`config.mk`:
```
export PLATFORM = sky130hd
export DESIGN_NAME = alu_arbiter_flat
export DESIGN_NICKNAME = d
export VERILOG_FILES = /design/src/rtl/alu_arbiter_if.sv /design/src/rtl/alu_arbiter.sv /design/src/flat_wrapper.sv
export SDC_FILE = /design/constraint.sdc
export NUM_CORES = 1
export LEC_CHECK = 0
export ABC_CLOCK_PERIOD_IN_PS = 2520
export BUFFER_PORTS_ARGS = -buffer_cell sky130_fd_sc_hd__buf_2
export CAP_MARGIN = 20
export CORE_AREA = 2 2 112 114
export DETAILED_ROUTE_END_ITERATION = 6
export DIE_AREA = 0 0 114 116
export PLACE_DENSITY = 0.74
export SLEW_MARGIN = 20
export SYNTH_ARGS = -nofsm -noshare
export SYNTH_HDL_FRONTEND = slang
export SYNTH_SLANG_ARGS = --single-unit
```
`constraint.sdc`:
```
create_clock -name clk -period 2.52 [get_ports clk]
set_clock_uncertainty 0.2 [all_clocks]
set_input_delay 0.126 -clock clk [delete_from_list [all_inputs] [get_ports clk]]
set_output_delay 0.126 -clock clk [all_outputs]
set_load 0.05 [all_outputs]
```
`src/rtl/alu_arbiter_if.sv`:
```
// alu_arbiter bus bundle: two client request/response
// ports, the shared ALU connection and the busy flag.
interface alu_arbiter_if #(
   parameter int alu_op_size      = 4,
   parameter int alu_operand_size = 32
);
   logic                        req0_valid;
   logic                        req0_ready;
   logic [alu_op_size-1:0]      req0_alu_op;
   logic [alu_operand_size-1:0] req0_op1;
   logic [alu_operand_size-1:0] req0_op2;
   logic [2:0]                  req0_branch;
   logic                        req1_valid;
   logic                        req1_ready;
   logic [alu_op_size-1:0]      req1_alu_op;
   logic [alu_operand_size-1:0] req1_op1;
   logic [alu_operand_size-1:0] req1_op2;
   logic [2:0]                  req1_branch;
   logic                        rsp0_valid;
   logic                        rsp0_ready;
   logic                        rsp1_valid;
   logic                        rsp1_ready;
   logic [alu_operand_size-1:0] rsp_result;
   logic                        rsp_zero;
   logic [alu_op_size-1:0]      alu_alu_op;
   logic [alu_operand_size-1:0] alu_op1;
   logic [alu_operand_size-1:0] alu_op2;
   logic [2:0]                  alu_branch;
   logic [alu_operand_size-1:0] alu_result;
   logic                        alu_zero;
   logic                        busy;

   modport slave (
      input  req0_valid, req0_alu_op, req0_op1,
             req0_op2, req0_branch,
      input  req1_valid, req1_alu_op, req1_op1,
             req1_op2, req1_branch,
      input  rsp0_ready, rsp1_ready,
      input  alu_result, alu_zero,
      output req0_ready, req1_ready,
      output rsp0_valid, rsp1_valid,
      output rsp_result, rsp_zero,
      output alu_alu_op, alu_op1, alu_op2, alu_branch,
      output busy
   );

   modport master (
      output req0_valid, req0_alu_op, req0_op1,
             req0_op2, req0_branch,
      output req1_valid, req1_alu_op, req1_op1,
             req1_op2, req1_branch,
      output rsp0_ready, rsp1_ready,
      output alu_result, alu_zero,
      input  req0_ready, req1_ready,
      input  rsp0_valid, rsp1_valid,
      input  rsp_result, rsp_zero,
      input  alu_alu_op, alu_op1, alu_op2, alu_branch,
      input  busy
   );
endinterface

```
`src/rtl/alu_arbiter.sv`:
```
// Round-robin two-client arbiter and sequencer
// for the shared combinational integer ALU.
module alu_arbiter #(
   parameter int alu_op_size      = 4,
   parameter int alu_operand_size = 32
) (
   input logic         clk,
   input logic         rst_n,
   alu_arbiter_if.slave bus
);
   typedef enum logic [1:0] {
      IDLE = 2'd0,
      EXEC = 2'd1,
      RESP = 2'd2
   } state_t;

   typedef struct packed {
      logic [alu_op_size-1:0]      alu_op;
      logic [alu_operand_size-1:0] op1;
      logic [alu_operand_size-1:0] op2;
      logic [2:0]                  branch;
   } fld_t;

   state_t state, state_nx;
   fld_t   lat, sel_f;
   logic   prio, gnt, sel, hs, done;

   // pick winner: sole requester, else the priority pointer
   always_comb begin
      sel = bus.req1_valid;
      if (bus.req0_valid && bus.req1_valid)
         sel = prio;
      sel_f = sel ?
         {bus.req1_alu_op, bus.req1_op1,
          bus.req1_op2, bus.req1_branch} :
         {bus.req0_alu_op, bus.req0_op1,
          bus.req0_op2, bus.req0_branch};
      hs   = bus.req0_ready | bus.req1_ready;
      done = (state == RESP) &&
             (gnt ? bus.rsp1_ready : bus.rsp0_ready);
   end

   // state register
   always_ff @(posedge clk or negedge rst_n) begin
      if (!rst_n) state <= IDLE;
      else        state <= state_nx;
   end

   // next-state logic
   always_comb begin
      state_nx = state;
      unique case (state)
         IDLE:    if (hs) state_nx = EXEC;
         EXEC:    state_nx = RESP;
         RESP:    if (done) state_nx = IDLE;
         default: state_nx = IDLE;
      endcase
   end

   // handshake outputs; ready held low while in reset
   always_comb begin
      bus.req0_ready = rst_n && (state == IDLE) &&
                       bus.req0_valid && !sel;
      bus.req1_ready = rst_n && (state == IDLE) &&
                       bus.req1_valid && sel;
      bus.rsp0_valid = (state == RESP) && !gnt;
      bus.rsp1_valid = (state == RESP) && gnt;
      bus.busy       = (state != IDLE);
   end

   // latch request fields, capture ALU result, rotate priority
   always_ff @(posedge clk or negedge rst_n) begin
      if (!rst_n) begin
         lat            <= '0;
         gnt            <= 1'b0;
         prio           <= 1'b0;
         bus.rsp_result <= '0;
         bus.rsp_zero   <= 1'b0;
      end else begin
         if (hs) begin
            lat <= sel_f;
            gnt <= sel;
         end
         if (state == EXEC) begin
            bus.rsp_result <= bus.alu_result;
            bus.rsp_zero   <= bus.alu_zero;
         end
         if (done)
            prio <= ~gnt;
      end
   end

   // ALU always sees the latched fields
   always_comb begin
      bus.alu_alu_op = lat.alu_op;
      bus.alu_op1    = lat.op1;
      bus.alu_op2    = lat.op2;
      bus.alu_branch = lat.branch;
   end
endmodule

```
`src/flat_wrapper.sv`:
```
// flat-port wrapper written by rule: the top's interface ports become plain ports
module alu_arbiter_flat 
#(
   parameter int alu_op_size      = 4,
   parameter int alu_operand_size = 32
)
  (clk, rst_n, bus_req0_valid, bus_req0_alu_op, bus_req0_op1, bus_req0_op2, bus_req0_branch, bus_req1_valid, bus_req1_alu_op, bus_req1_op1, bus_req1_op2, bus_req1_branch, bus_rsp0_ready, bus_rsp1_ready, bus_alu_result, bus_alu_zero, bus_req0_ready, bus_req1_ready, bus_rsp0_valid, bus_rsp1_valid, bus_rsp_result, bus_rsp_zero, bus_alu_alu_op, bus_alu_op1, bus_alu_op2, bus_alu_branch, bus_busy);
  alu_arbiter_if #(.alu_op_size(alu_op_size), .alu_operand_size(alu_operand_size)) bus_i ();
  input logic clk;
  input logic rst_n;
  input wire logic [$bits(bus_i.req0_valid)-1:0] bus_req0_valid;
  input wire logic [$bits(bus_i.req0_alu_op)-1:0] bus_req0_alu_op;
  input wire logic [$bits(bus_i.req0_op1)-1:0] bus_req0_op1;
  input wire logic [$bits(bus_i.req0_op2)-1:0] bus_req0_op2;
  input wire logic [$bits(bus_i.req0_branch)-1:0] bus_req0_branch;
  input wire logic [$bits(bus_i.req1_valid)-1:0] bus_req1_valid;
  input wire logic [$bits(bus_i.req1_alu_op)-1:0] bus_req1_alu_op;
  input wire logic [$bits(bus_i.req1_op1)-1:0] bus_req1_op1;
  input wire logic [$bits(bus_i.req1_op2)-1:0] bus_req1_op2;
  input wire logic [$bits(bus_i.req1_branch)-1:0] bus_req1_branch;
  input wire logic [$bits(bus_i.rsp0_ready)-1:0] bus_rsp0_ready;
  input wire logic [$bits(bus_i.rsp1_ready)-1:0] bus_rsp1_ready;
  input wire logic [$bits(bus_i.alu_result)-1:0] bus_alu_result;
  input wire logic [$bits(bus_i.alu_zero)-1:0] bus_alu_zero;
  output wire logic [$bits(bus_i.req0_ready)-1:0] bus_req0_ready;
  output wire logic [$bits(bus_i.req1_ready)-1:0] bus_req1_ready;
  output wire logic [$bits(bus_i.rsp0_valid)-1:0] bus_rsp0_valid;
  output wire logic [$bits(bus_i.rsp1_valid)-1:0] bus_rsp1_valid;
  output wire logic [$bits(bus_i.rsp_result)-1:0] bus_rsp_result;
  output wire logic [$bits(bus_i.rsp_zero)-1:0] bus_rsp_zero;
  output wire logic [$bits(bus_i.alu_alu_op)-1:0] bus_alu_alu_op;
  output wire logic [$bits(bus_i.alu_op1)-1:0] bus_alu_op1;
  output wire logic [$bits(bus_i.alu_op2)-1:0] bus_alu_op2;
  output wire logic [$bits(bus_i.alu_branch)-1:0] bus_alu_branch;
  output wire logic [$bits(bus_i.busy)-1:0] bus_busy;
  assign bus_i.req0_valid = bus_req0_valid;
  assign bus_i.req0_alu_op = bus_req0_alu_op;
  assign bus_i.req0_op1 = bus_req0_op1;
  assign bus_i.req0_op2 = bus_req0_op2;
  assign bus_i.req0_branch = bus_req0_branch;
  assign bus_i.req1_valid = bus_req1_valid;
  assign bus_i.req1_alu_op = bus_req1_alu_op;
  assign bus_i.req1_op1 = bus_req1_op1;
  assign bus_i.req1_op2 = bus_req1_op2;
  assign bus_i.req1_branch = bus_req1_branch;
  assign bus_i.rsp0_ready = bus_rsp0_ready;
  assign bus_i.rsp1_ready = bus_rsp1_ready;
  assign bus_i.alu_result = bus_alu_result;
  assign bus_i.alu_zero = bus_alu_zero;
  assign bus_req0_ready = bus_i.req0_ready;
  assign bus_req1_ready = bus_i.req1_ready;
  assign bus_rsp0_valid = bus_i.rsp0_valid;
  assign bus_rsp1_valid = bus_i.rsp1_valid;
  assign bus_rsp_result = bus_i.rsp_result;
  assign bus_rsp_zero = bus_i.rsp_zero;
  assign bus_alu_alu_op = bus_i.alu_alu_op;
  assign bus_alu_op1 = bus_i.alu_op1;
  assign bus_alu_op2 = bus_i.alu_op2;
  assign bus_alu_branch = bus_i.alu_branch;
  assign bus_busy = bus_i.busy;
  alu_arbiter #(.alu_op_size(alu_op_size), .alu_operand_size(alu_operand_size)) u_core (.clk(clk), .rst_n(rst_n), .bus(bus_i));
endmodule
```
# After elaboration in Yosys (flattened, before gate mapping)
# Index checks and enable logic that the tools add are counted.
# classes
n_eq_ne	4
mux	6
bitwise	2
reduce_logical	14
# op_table
cell	count
$mux 71	1
$logic_and 1x1->1	9
$pmux 2 s3	1
$mux 2	2
$ne 2x1->1 const B	2
$eq 2x1->1 const B	1
$eq 2x2->1 const B	1
$logic_not 1->1	2
$logic_not 2->1	1
$mux 1	2
$reduce_and 2->1	1
$reduce_bool 2->1	1
$not 1->1	1
$or 1x1->1	1
# word_totals
register_bits	108
inputBits	181
out_inout_bits	109
elab_cells	35

# Logic depth before layout (Yosys ltp)
# logic_depth
depth_word	7
depth_mapped	5
mapped_depth_nobuf	3

# Worst setup path before layout
# No wires, ideal clock.
# synth_path
path_type	register to register
from	reg u_core.state[1]
to	reg u_core.lat, in the netlist u_core.bus.alu_op1[28]
setup_time_ns	0.141
t_arrival_ns	1.310
required_ns	2.179
slack_ns	0.869
stages_incl_launch_ff	6
period_less_slack_ns	1.651
path_cell_list	dfrtp_1 > nor3b_2 > and3_1 > buf_2 > buf_4 > a222oi_1
# synth_via
elab_chain_cells	5
# synth_lines
item	line_no	source
from (decl)	alu_arbiter.sv:24	state_t state, state_nx;
from (signal assigned)	alu_arbiter.sv:46	else state <= state_nx;
$logic_not 2->1	alu_arbiter.sv:64	bus.req1_ready = rst_n && (state == IDLE) &&
$logic_and 1x1->1 (2 in a row)	alu_arbiter.sv:64	
$logic_and 1x1->1	alu_arbiter.sv:65	bus.req1_valid && sel;
net bus_req1_ready	flat_wrapper.sv:26	output wire logic [$bits(bus_i.req1_ready)-1:0] bus_req1_ready;
$or 1x1->1	alu_arbiter.sv:38	hs = bus.req0_ready | bus.req1_ready;
to (signal assigned)	alu_arbiter.sv:81	lat <= sel_f;
to (decl)	alu_arbiter.sv:25	fld_t lat, sel_f;
# The timed path passes the listed nets, and every way through them passes these cells.
# A chain may end at the register's enable or synchronous reset.

# Worst setup path in the final report
# layout_path
from	reg u_core.state[0]
to	reg u_core.lat, in the netlist u_core.bus.alu_op2[0]
# layout_via
elab_chain_cells	5
# layout_lines
item	line_no
$logic_not 2->1 *	alu_arbiter.sv:62, alu_arbiter.sv:64
$logic_and 1x1->1 *	alu_arbiter.sv:62, alu_arbiter.sv:64
$logic_and 1x1->1 (on tied branches)	alu_arbiter.sv:62, alu_arbiter.sv:64
$logic_and 1x1->1 (on tied branches)	alu_arbiter.sv:63, alu_arbiter.sv:65
$or 1x1->1 *	alu_arbiter.sv:38
# Mark *: on every way between the ends. The rest lies on a longest branch, timed or not.

==> metrics.txt <==
Via density 5.11; final WL 19,400 um; Buf/Inv on CP 1; vias 5,570; total negative slack 0 ns; Num CTS Buffers 9; total global-route track usage 28.0%; Placer Congestion 0.770; grt ovf 0; Fin Hold WS 0.237 ns; Layout Nets 1,118; fmax 415 MHz; fin crit share 95.7%; drt first pass iters 7; Worst Setup SP u_core.state[0]$_DFFE_PN0P_; Setup crit end kind flop; Synth Area per Inst 10.4 um^2; worst path cell trace nor3b_4, and3_2, a222oi_1, dlygate4sd3_1; Routed Antenna Nets 0; num rows 40; Area Growth Syn to Fin 73.6%; EDFF count, synth 0; worst endpoint required time 2.55 ns; asr flop ratio synth 100%; Reg area 2700 um^2; deepest level of the CTS H-tree 3; Register-to-Register Setup Slack 0.11 ns; minimum clock period 2.41 ns; final hold violations 0; vias in the first global route 5,781; worst reg2reg path endpoint u_core.bus.alu_op2[0]$_DFFE_PN0P_; Rel. slew slack 47.2%; Crit path arrival time 2.44 ns; CTS tree yes; RSZ-0062 raised after global routing no; final worst slack 0.109 ns; max cap viols 0; Remaining DRCs 26; most common flop cell mapped by yosys dfrtp_1; Initial Utilization 41.5%; Levels on crit path 4; Critical Path Fanout Max 22; startpoint types flop; Critical R2R Launch u_core.state[0]$_DFFE_PN0P_; number of I/O pins 290; synth unique cells 19; first-pass GRT wire length 28,800 um; failing checks DRC; hpwl dp 10000 um; die footprint 13,200 um^2; WL per Instance 17.8 um; Iteration-0 DRC Markers 704; fin cells 1,090; # clock sinks 108; PortBufs 289; die height 116 um; initial antenna violation count 0; Hold WC Path Type primary input to flop; Post-Syn Area 4940 um^2; peak supply drop 0.000851 V; fill cell count 773; pin count of the biggest net entering global routing 60; Mapped Cells 474; Longest Clk Path Bufs 2; Clock transition at path regs 0.07 ns; Die W 114 um; Reg2Reg Depth 4; worst setup path endpoint u_core.bus.alu_op2[0]$_DFFE_PN0P_; final core occ 72.0%; leakage power 4.85 nW; Setup Viol. Count Final 0; Power Density 1230 nW/um^2; fin. max-slew vios 0; CP top delay family simple AND/OR/NAND/NOR gates; flop and latch count out of synthesis 108; Crit-path slowest cell dlygate4sd3_1; worst skew pair latency 0.34 ns; Place WS 0.456 ns; layout cell share with drive strength beyond 1 37.5%; outcome complete, but fails checks; fraction of the yosys area taken by sequential cells 54.7%; critical path class flop to flop; Syn Nets 655; slew at the pin with the worst max-slew slack 0.792 ns; CORE AREA 11,900 um^2; Multi-input gate area 1220 um^2; crit-path max cell delay 0.60 ns; CTS Root Cell clkbuf_16; Inst Count DP 891; Synth Warn # 0
==> power breakdown <==
part	switching (mW)	internal, mW	total [mW]	leakage (nW)
clock network	0.681	0.717	1.40	0.138
logic	4.35	1.71	6.06	3.50
registers	0.514	2.58	3.09	1.20
==> worst reg2reg max path, delay by kind of cell (launching register included) <==
kind | cells | cell delay [ns]
flops | 1 | 0.44
buf+inv | 1 | 0.60
compound gates | 1 | 0.14
simple gates | 2 | 0.92
==> cell usage after synthesis, types with 2 or more instances <==
cell / n / area (um^2)
inv_1: 216 / 811
dfrtp_1: 108 / 2700
a222oi_1: 71 / 711
mux2_2: 33 / 372
buf_6: 15 / 169
buf_2: 11 / 55.1
and3_1: 3 / 18.8
o21ai_0: 3 / 15.0
nand2_1: 2 / 7.51
nand2b_1: 2 / 12.5
nor2_1: 2 / 7.51
==> placed cells by master, fill, tap and decap left out, drive strengths merged <==
| master | n |
|---|---|
| or2 | 1 |
| diode | 1 |
| nor3b | 1 |
| nand2 | 2 |
| a21o | 1 |
| nand2b | 2 |
| clkinvlp | 2 |
| dlygate4sd3 | 180 |
| inv | 220 |
| o21ai | 5 |
| mux2 | 33 |
| buf | 298 |
| a222oi | 71 |
| dfrtp | 108 |
| clkbuf | 10 |
| and3 | 3 |
| nor2 | 2 |
| a31oi | 1 |
| or2b | 1 |
| a21oi | 1 |
==> final cells by class <==
type                       count  share of cell area [%]
sequential                   108                    31.5
clock inverter                 6                   0.612
inverter                     216                    9.45
multi-input combinational    124                    14.2
antenna                        1                  0.0292
timing repair buffer         478                    39.2
clock buffer                  10                    2.78
tap                          147                    2.14
==> cell families (layout without fill, tap and decap cells) <==
family,after synthesis,count (layout),share of synthesized area (%)
AO/OA/AOI/OAI,78,79,15.2
buffers and inverters,243,710,21.1
flip-flops,108,108,54.7
multiplexers,33,33,7.52
other,0,1,0
AND/OR/NAND/NOR,12,12,1.47
==> worst min path at each step <==
stage                         startpoint                              endpoint  slack (ns)  depth (start not counted)
after floorplan                    rst_n  u_core.bus.alu_alu_op[0]$_DFFE_PN0P_       -0.37                          0
final                     bus_req1_valid    u_core.bus.alu_op1[14]$_DFFE_PN0P_        0.24                          4
after global routing      bus_req1_valid     u_core.bus.alu_op2[1]$_DFFE_PN0P_        0.25                          4
after CTS                 bus_req1_valid    u_core.bus.alu_op1[14]$_DFFE_PN0P_        0.19                          4
after global placement             rst_n     u_core.bus.alu_op1[1]$_DFFE_PN0P_         0.1                          2
after detailed placement           rst_n     u_core.bus.alu_op1[1]$_DFFE_PN0P_        0.11                          2
==> repair_timing <==
action,4_1_cts,5_1_grt
gates resized for setup,0,1
buffers inserted,0,1
endpoints found under the setup margin,0,2
hold endpoints to repair,156,0
hold buffers,180,0
==> metal layers <==
layer  GRT usage, %  wire (um)  vias up  part of all wire, %
met5              0          0        -                    0
met4           18.0       1030        0                  5.3
met3           6.17       1630       98                  8.4
met2           51.0      10200      406                   53
met1           29.3       6490     2608                   33
li1               -          -     2458                    -
==> flip-flops by register name, indices dropped and copies added, names as in the netlist <==
signal                 flops
u_core.bus.alu_op1        32
u_core.prio                1
u_core.bus.alu_alu_op      4
u_core.state               2
u_core.bus.rsp_zero        1
u_core.bus.alu_op2        32
u_core.bus.rsp_result     32
u_core.bus.alu_branch      3
u_core.gnt                 1
==> metrics by stage <==
step	total power, mW	cell area [um^2]
final	10.5	8580
after global routing	11.0	8580
after CTS	10.4	8560
after detailed placement	8.72	6460
after global placement	8.65	6460
after floorplan	7.36	4940
No activity file was read; power rests on OpenSTA's default activity.
